--- config.mk ---
export PLATFORM = sky130hd
export DESIGN_NAME = vce2_vrf_seq
export DESIGN_NICKNAME = d
export VERILOG_FILES = /design/src/rtl/vce2_pkg.sv /design/src/rtl/vce2_sat_cnt.sv /design/src/rtl/vce2_vrf_seq.sv
export SDC_FILE = /design/constraint.sdc
export NUM_CORES = 1
export LEC_CHECK = 0
export CAP_MARGIN = 30
export CORE_ASPECT_RATIO = 1.5
export CORE_MARGIN = 1
export CORE_UTILIZATION = 46
export DETAILED_ROUTE_END_ITERATION = 16
export PLACE_DENSITY = 0.82
export SLEW_MARGIN = 20
export SYNTH_ARGS = -nofsm -noshare
export SYNTH_HDL_FRONTEND = slang
export SYNTH_SLANG_ARGS = --single-unit
--- constraint.sdc ---
create_clock -name clk_i -period 4.5 [get_ports clk_i]
set_input_delay 0.9 -clock clk_i [delete_from_list [all_inputs] [get_ports clk_i]]
set_output_delay 0.9 -clock clk_i [all_outputs]
set_load 0.05 [all_outputs]
--- src/rtl/vce2_pkg.sv ---
// Shared types and constants for the vce2 vector unit: the VRF sequencer state
// encoding plus the VRF read latency and address-generator load time.
package vce2_pkg;

  typedef enum logic [2:0] {
    VS_IDLE     = 3'd0,
    VS_LOAD     = 3'd1,
    VS_AGU_WAIT = 3'd2,
    VS_RD_A     = 3'd3,
    VS_RD_B     = 3'd4,
    VS_OP       = 3'd5,
    VS_RES      = 3'd6,
    VS_DONE     = 3'd7
  } vrf_seq_state_e;

  localparam int unsigned VRF_RD_LATENCY  = 1;
  localparam int unsigned AGU_LOAD_CYCLES = 3;

endpackage

--- src/rtl/vce2_sat_cnt.sv ---
// Saturating up-counter used for the optional sequencer performance counters
// (only built when VCE2_VRF_SEQ_PERF_EN is defined).
`ifdef VCE2_VRF_SEQ_PERF_EN
module vce2_sat_cnt #(
  parameter int unsigned Width = 32
) (
  input  logic             clk_i,
  input  logic             rst_ni,
  input  logic             inc_i,
  output logic [Width-1:0] count_o
);

  logic [Width-1:0] count_q;
  logic [Width-1:0] count_d;

  always_comb begin
    count_d = count_q;
    if (inc_i && (count_q != {Width{1'b1}})) begin
      count_d = count_q + Width'(1);
    end
  end

  always_ff @(posedge clk_i or negedge rst_ni) begin
    if (!rst_ni) begin
      count_q <= '0;
    end else begin
      count_q <= count_d;
    end
  end

  assign count_o = count_q;

endmodule
`endif

--- src/rtl/vce2_vrf_seq.sv ---
// VRF sequencer: reads rs1/rs2 per word, hands operands to the lane ALU and
// writes the result to rd. Optional perf counters under VCE2_VRF_SEQ_PERF_EN.
module vce2_vrf_seq
  import vce2_pkg::*;
#(
  parameter int unsigned DataWidth = 32,
  parameter int unsigned VlWidth   = 8
) (
  input  logic                 clk_i,
  input  logic                 rst_ni,
  input  logic                 vinstr_valid_i,
  output logic                 vinstr_ready_o,
  input  logic [VlWidth-1:0]   vl_i,
  input  logic                 two_src_i,
  output logic                 agu_load_o,
  input  logic                 agu_ready_i,
  output logic                 agu_get_rs1_o,
  output logic                 agu_get_rs2_o,
  output logic                 agu_get_rd_o,
  output logic                 agu_get_rd_noincr_o,
  output logic                 vrf_req_o,
  output logic                 vrf_we_o,
  output logic [DataWidth-1:0] vrf_wdata_o,
  input  logic [DataWidth-1:0] vrf_rdata_i,
  output logic                 op_valid_o,
  input  logic                 op_ready_i,
  output logic [DataWidth-1:0] op_a_o,
  output logic [DataWidth-1:0] op_b_o,
  input  logic                 res_valid_i,
  output logic                 res_ready_o,
  input  logic [DataWidth-1:0] res_data_i,
  output logic                 done_o,
`ifdef VCE2_VRF_SEQ_PERF_EN
  output logic [31:0]          perf_busy_o,
  output logic [31:0]          perf_words_o,
`endif
  output logic [2:0]           dbg_state_o
);

  // Handshakes: a transfer happens in a cycle where valid and ready are both
  // high; valid never depends on ready and the payload is held until transfer.

  vrf_seq_state_e state_q, state_d;
  logic [VlWidth-1:0]   remaining_q, remaining_d;
  logic                 two_src_q, two_src_d;
  logic [DataWidth-1:0] op_a_q, op_a_d;
  logic [DataWidth-1:0] op_b_q, op_b_d;
  logic                 op_fwd_q, op_fwd_d;
  logic                 res_fire;

  assign res_fire = (state_q == VS_RES) && res_valid_i;

  always_comb begin
    state_d     = state_q;
    remaining_d = remaining_q;
    two_src_d   = two_src_q;
    op_a_d      = op_a_q;
    op_b_d      = op_b_q;
    op_fwd_d    = 1'b0;
    case (state_q)
      VS_IDLE: begin
        if (vinstr_valid_i) begin
          remaining_d = vl_i;
          two_src_d   = two_src_i;
          state_d     = (vl_i == '0) ? VS_DONE : VS_LOAD;
        end
      end
      VS_LOAD:     state_d = VS_AGU_WAIT;
      VS_AGU_WAIT: if (agu_ready_i) state_d = VS_RD_A;
      VS_RD_A: begin
        op_fwd_d = !two_src_q;
        state_d  = two_src_q ? VS_RD_B : VS_OP;
      end
      VS_RD_B: begin
        op_a_d   = vrf_rdata_i;
        op_fwd_d = 1'b1;
        state_d  = VS_OP;
      end
      VS_OP: begin
        if (op_fwd_q) begin
          if (two_src_q) begin
            op_b_d = vrf_rdata_i;
          end else begin
            op_a_d = vrf_rdata_i;
            op_b_d = '0;
          end
        end
        if (op_ready_i) state_d = VS_RES;
      end
      VS_RES: begin
        if (res_valid_i) begin
          remaining_d = remaining_q - VlWidth'(1);
          state_d     = (remaining_q == VlWidth'(1)) ? VS_DONE : VS_RD_A;
        end
      end
      VS_DONE: state_d = VS_IDLE;
      default: state_d = VS_IDLE;
    endcase
  end

  always_ff @(posedge clk_i or negedge rst_ni) begin
    if (!rst_ni) begin
      state_q     <= VS_IDLE;
      remaining_q <= '0;
      two_src_q   <= 1'b0;
      op_a_q      <= '0;
      op_b_q      <= '0;
      op_fwd_q    <= 1'b0;
    end else begin
      state_q     <= state_d;
      remaining_q <= remaining_d;
      two_src_q   <= two_src_d;
      op_a_q      <= op_a_d;
      op_b_q      <= op_b_d;
      op_fwd_q    <= op_fwd_d;
    end
  end

  // The last operand's read data only arrives in the first OP cycle, so it is
  // forwarded straight from the SRAM there and the captured copy held after.
  assign op_a_o = (op_fwd_q && !two_src_q) ? vrf_rdata_i : op_a_q;
  assign op_b_o = !two_src_q ? '0 : (op_fwd_q ? vrf_rdata_i : op_b_q);

  assign vinstr_ready_o      = (state_q == VS_IDLE);
  assign agu_load_o          = (state_q == VS_LOAD);
  assign agu_get_rs1_o       = (state_q == VS_RD_A);
  assign agu_get_rs2_o       = (state_q == VS_RD_B);
  assign agu_get_rd_o        = res_fire;
  assign agu_get_rd_noincr_o = 1'b0;
  assign vrf_req_o           = (state_q == VS_RD_A) || (state_q == VS_RD_B) || res_fire;
  assign vrf_we_o            = res_fire;
  assign vrf_wdata_o         = res_fire ? res_data_i : '0;
  assign op_valid_o          = (state_q == VS_OP);
  assign res_ready_o         = (state_q == VS_RES);
  assign done_o              = (state_q == VS_DONE);
  assign dbg_state_o         = state_q;

`ifdef VCE2_VRF_SEQ_PERF_EN
  vce2_sat_cnt #(.Width(32)) u_perf_busy (
    .clk_i   (clk_i),
    .rst_ni  (rst_ni),
    .inc_i   (state_q != VS_IDLE),
    .count_o (perf_busy_o)
  );

  vce2_sat_cnt #(.Width(32)) u_perf_words (
    .clk_i   (clk_i),
    .rst_ni  (rst_ni),
    .inc_i   (res_fire),
    .count_o (perf_words_o)
  );
`endif

endmodule

==> out/metrics.cfg <==
[clock_network]
clk_pin_slew_ps=50
cts_max_level=3
cts-root-buf=clkbuf_16
ctsHoldBuffers=0
cts_made_buffers=9
clock_latency_ps=330
cts_resized=0
cts_tree=done
cts_sinks=77
clock_path_buffers=2
post-cts-setup-buffer-count=0

[flow_run]
max_cap_violations=0

[final_layout]
final_util_pct=75.1
nNetsFinal=701
multiInputGateArea_um2=2280
final_area_um2=6950
stdcell_count=737
drive_gt1_share_pct=15.7
n_antenna_cell=0
area_growth_pct=57.9
n_fill_cell=671
final-seq-area_um2=1930

[synthesis]
syn_nets=530
ys_types=46
synthCells=449
ys_seq_area_share_pct=43.8
yosys_register_bits=77
syn_area_um2=4400
yosys_warnings=0
synth_area_leaders=dfrtp_1, mux2_1, mux2_2, mux2i_1, nand2_1
synth_flop_cell=dfrtp_1
postSynth.asyncResetShare_pct=100
netlist.area_leader.share_pct=43.8
synth_top_area_cell=dfrtp_1
syn_area_per_cell_um2=9.80
synth-edff-count=0

[floorplan]
die_area_um2=9970
rows=43
die_width_um=81.9
start_util_pct=47.6
pin_count=189
die_height_um=122
core_um2=9250

[routing]
drt_iter0_markers=218
first_pass_iters=4
drcViolationCount=0
wl_per_cell_um=17.1
vias_per_cell=5.44
detail-route-antenna-nets=0
drt_wl_total_um=12600
routed-via-count=4007

[pwr]
leakage_nw=2.95
total_power_mw=6.06
powerDensity_nw_per_um2=872
ir_drop_uv=564

[global_routing]
grt_pass1_vias=4140
overflow=0
gr-usage-all-layers_pct=26.3
grt_pass1_wl_um=19500
grt_max_degree=78
grt_antenna_before_repair=0

[timing]
worst_slew_pin_slew_ps=735
min_period_ps=3740
max_clock_freq_ghz=0.267
drv_slew=0
finalCritPeriodShare_pct=83.2
hold_ws_ps=480
setup_viol=0
slew_headroom_pct=51.0
fin_ws_ps=756
hold_viol=0
rsz0062_at_grt=no
fin_setup_tns_ps=0
fin_skew_ps=5.77

[critical_path]
critPathMostFrequentCell=clkdlybuf4s50_1
crit_type=input pin to output port
endpoint_kind=output port
critical_path.startpoint=res_valid_i
r2r-start=dbg_state_o[1]$_DFFE_PN0P_
timing.rr.end=op_a_q[3]$_DFFE_PN0P_
arrival_ps=2840
max_stage_delay_ps=810
cp_cell_sequence=clkdlybuf4s50_1, and4b_1, buf_4, and2_1, clkdlybuf4s50_1
r2r_cells=4
cp_slowest_cell=clkdlybuf4s50_1
path_max_fanout=37
cp.required_ps=3600
crit_path_start_kind=input pin
reg2reg_slack_ps=2220
cp-endpoint=vrf_wdata_o[27]

[placed_design]
dpl_cell_area_um2=6590
gp_routability_congestion=0.949
pre_cts_slack_ps=755
dp.final_hpwl_um=9090
dp_cells=719
numPortBuffers=187

[min_path]
hold_class=flip-flop to flip-flop
hp-start=op_b_q[31]$_DFFE_PN0P_

[status]
outcome=completed

report_power, final:
group	switching (mW)	total (mW)	internal (mW)	leakage, nW
logic	2.35	4.02	1.67	1.87
clock network	0.270	0.742	0.472	0.158
registers	0.259	1.30	1.04	0.923
area by class of cell:
cell class              count  area share [%]
clock buffers              12            3.84
clock inverters             4           0.648
inverters                   6           0.324
multi-input cells         332            32.9
flip-flops and latches     77            27.7
well taps                 112            2.02
repair buffers            194            32.6
worst min-delay path by stage:
stage,to,cells past startpoint
floorplan,op_b_q[0]$_DFFE_PN0P_,2
global placement,op_b_q[31]$_DFFE_PN0P_,2
detailed placement,op_b_q[8]$_DFFE_PN0P_,2
CTS,op_b_q[31]$_DFFE_PN0P_,2
global route,op_b_q[31]$_DFFE_PN0P_,2
finish,op_b_q[31]$_DFFE_PN0P_,2
critical path: cells and delay by family:
family	cells	cell delay (ps)
AND/OR/NAND/NOR	2	370
buffers and inverters	3	1560
cells in the mapped netlist (2+ instances only):
cell	instances
dfrtp_1	77
nand3_1	2
inv_1	4
nor2_1	39
nor3b_1	4
a211oi_1	2
o21ai_0	24
and3_1	2
mux2i_1	33
o21ai_1	18
and4b_1	2
buf_2	13
clkbuf_1	15
mux2_1	36
o21bai_1	2
or3_1	2
nor4_1	2
buf_4	5
a21oi_1	9
nand2_1	68
inv_2	2
ha_1	2
mux2_2	30
a21o_1	2
and2_1	32
nor3_1	2
cell families (layout without fill, tap and decap cells):
logic type / count (synthesis) / in the layout / synth area share (%)
and+or+nand+nor: 164 / 164 / 18.0
muxes: 99 / 99 / 24.4
DFF: 77 / 77 / 43.8
AOI/OAI and AO/OA: 66 / 66 / 8.76
buffers and inverters: 40 / 216 / 4.38
adders and majority gates: 2 / 2 / 0.568
other: 1 / 1 / 0.0852
per-layer routing:
layer | wire length (µm) | track usage [%] | vias up
met2 | 7210 | 51.4 | 147
met4 | 280 | 10.1 | 0
met3 | 615 | 4.72 | 19
li1 | - | - | 1881
met5 | 0 | 0 | -
met1 | 4470 | 26.1 | 1960
cell usage in the layout, fill, tap and decap left out, drive strengths merged, types with 3 or more instances in the layout:
cell / count
buf: 43
inv: 6
and2: 32
mux2: 66
dfrtp: 77
nor3: 3
clkdlybuf4s50: 151
nand2: 68
a21oi: 10
nor2: 39
o21ai: 42
clkbuf: 12
nor3b: 5
mux2i: 33
clkinv: 3
flip-flops by register name (all words and copies together) (netlist names):
signal / cells
op_a_q: 32
op_b_q: 32
remaining_q: 8
dbg_state_o: 3
op_fwd_q: 1
two_src_q: 1
Power figures use the tool's default switching activity.
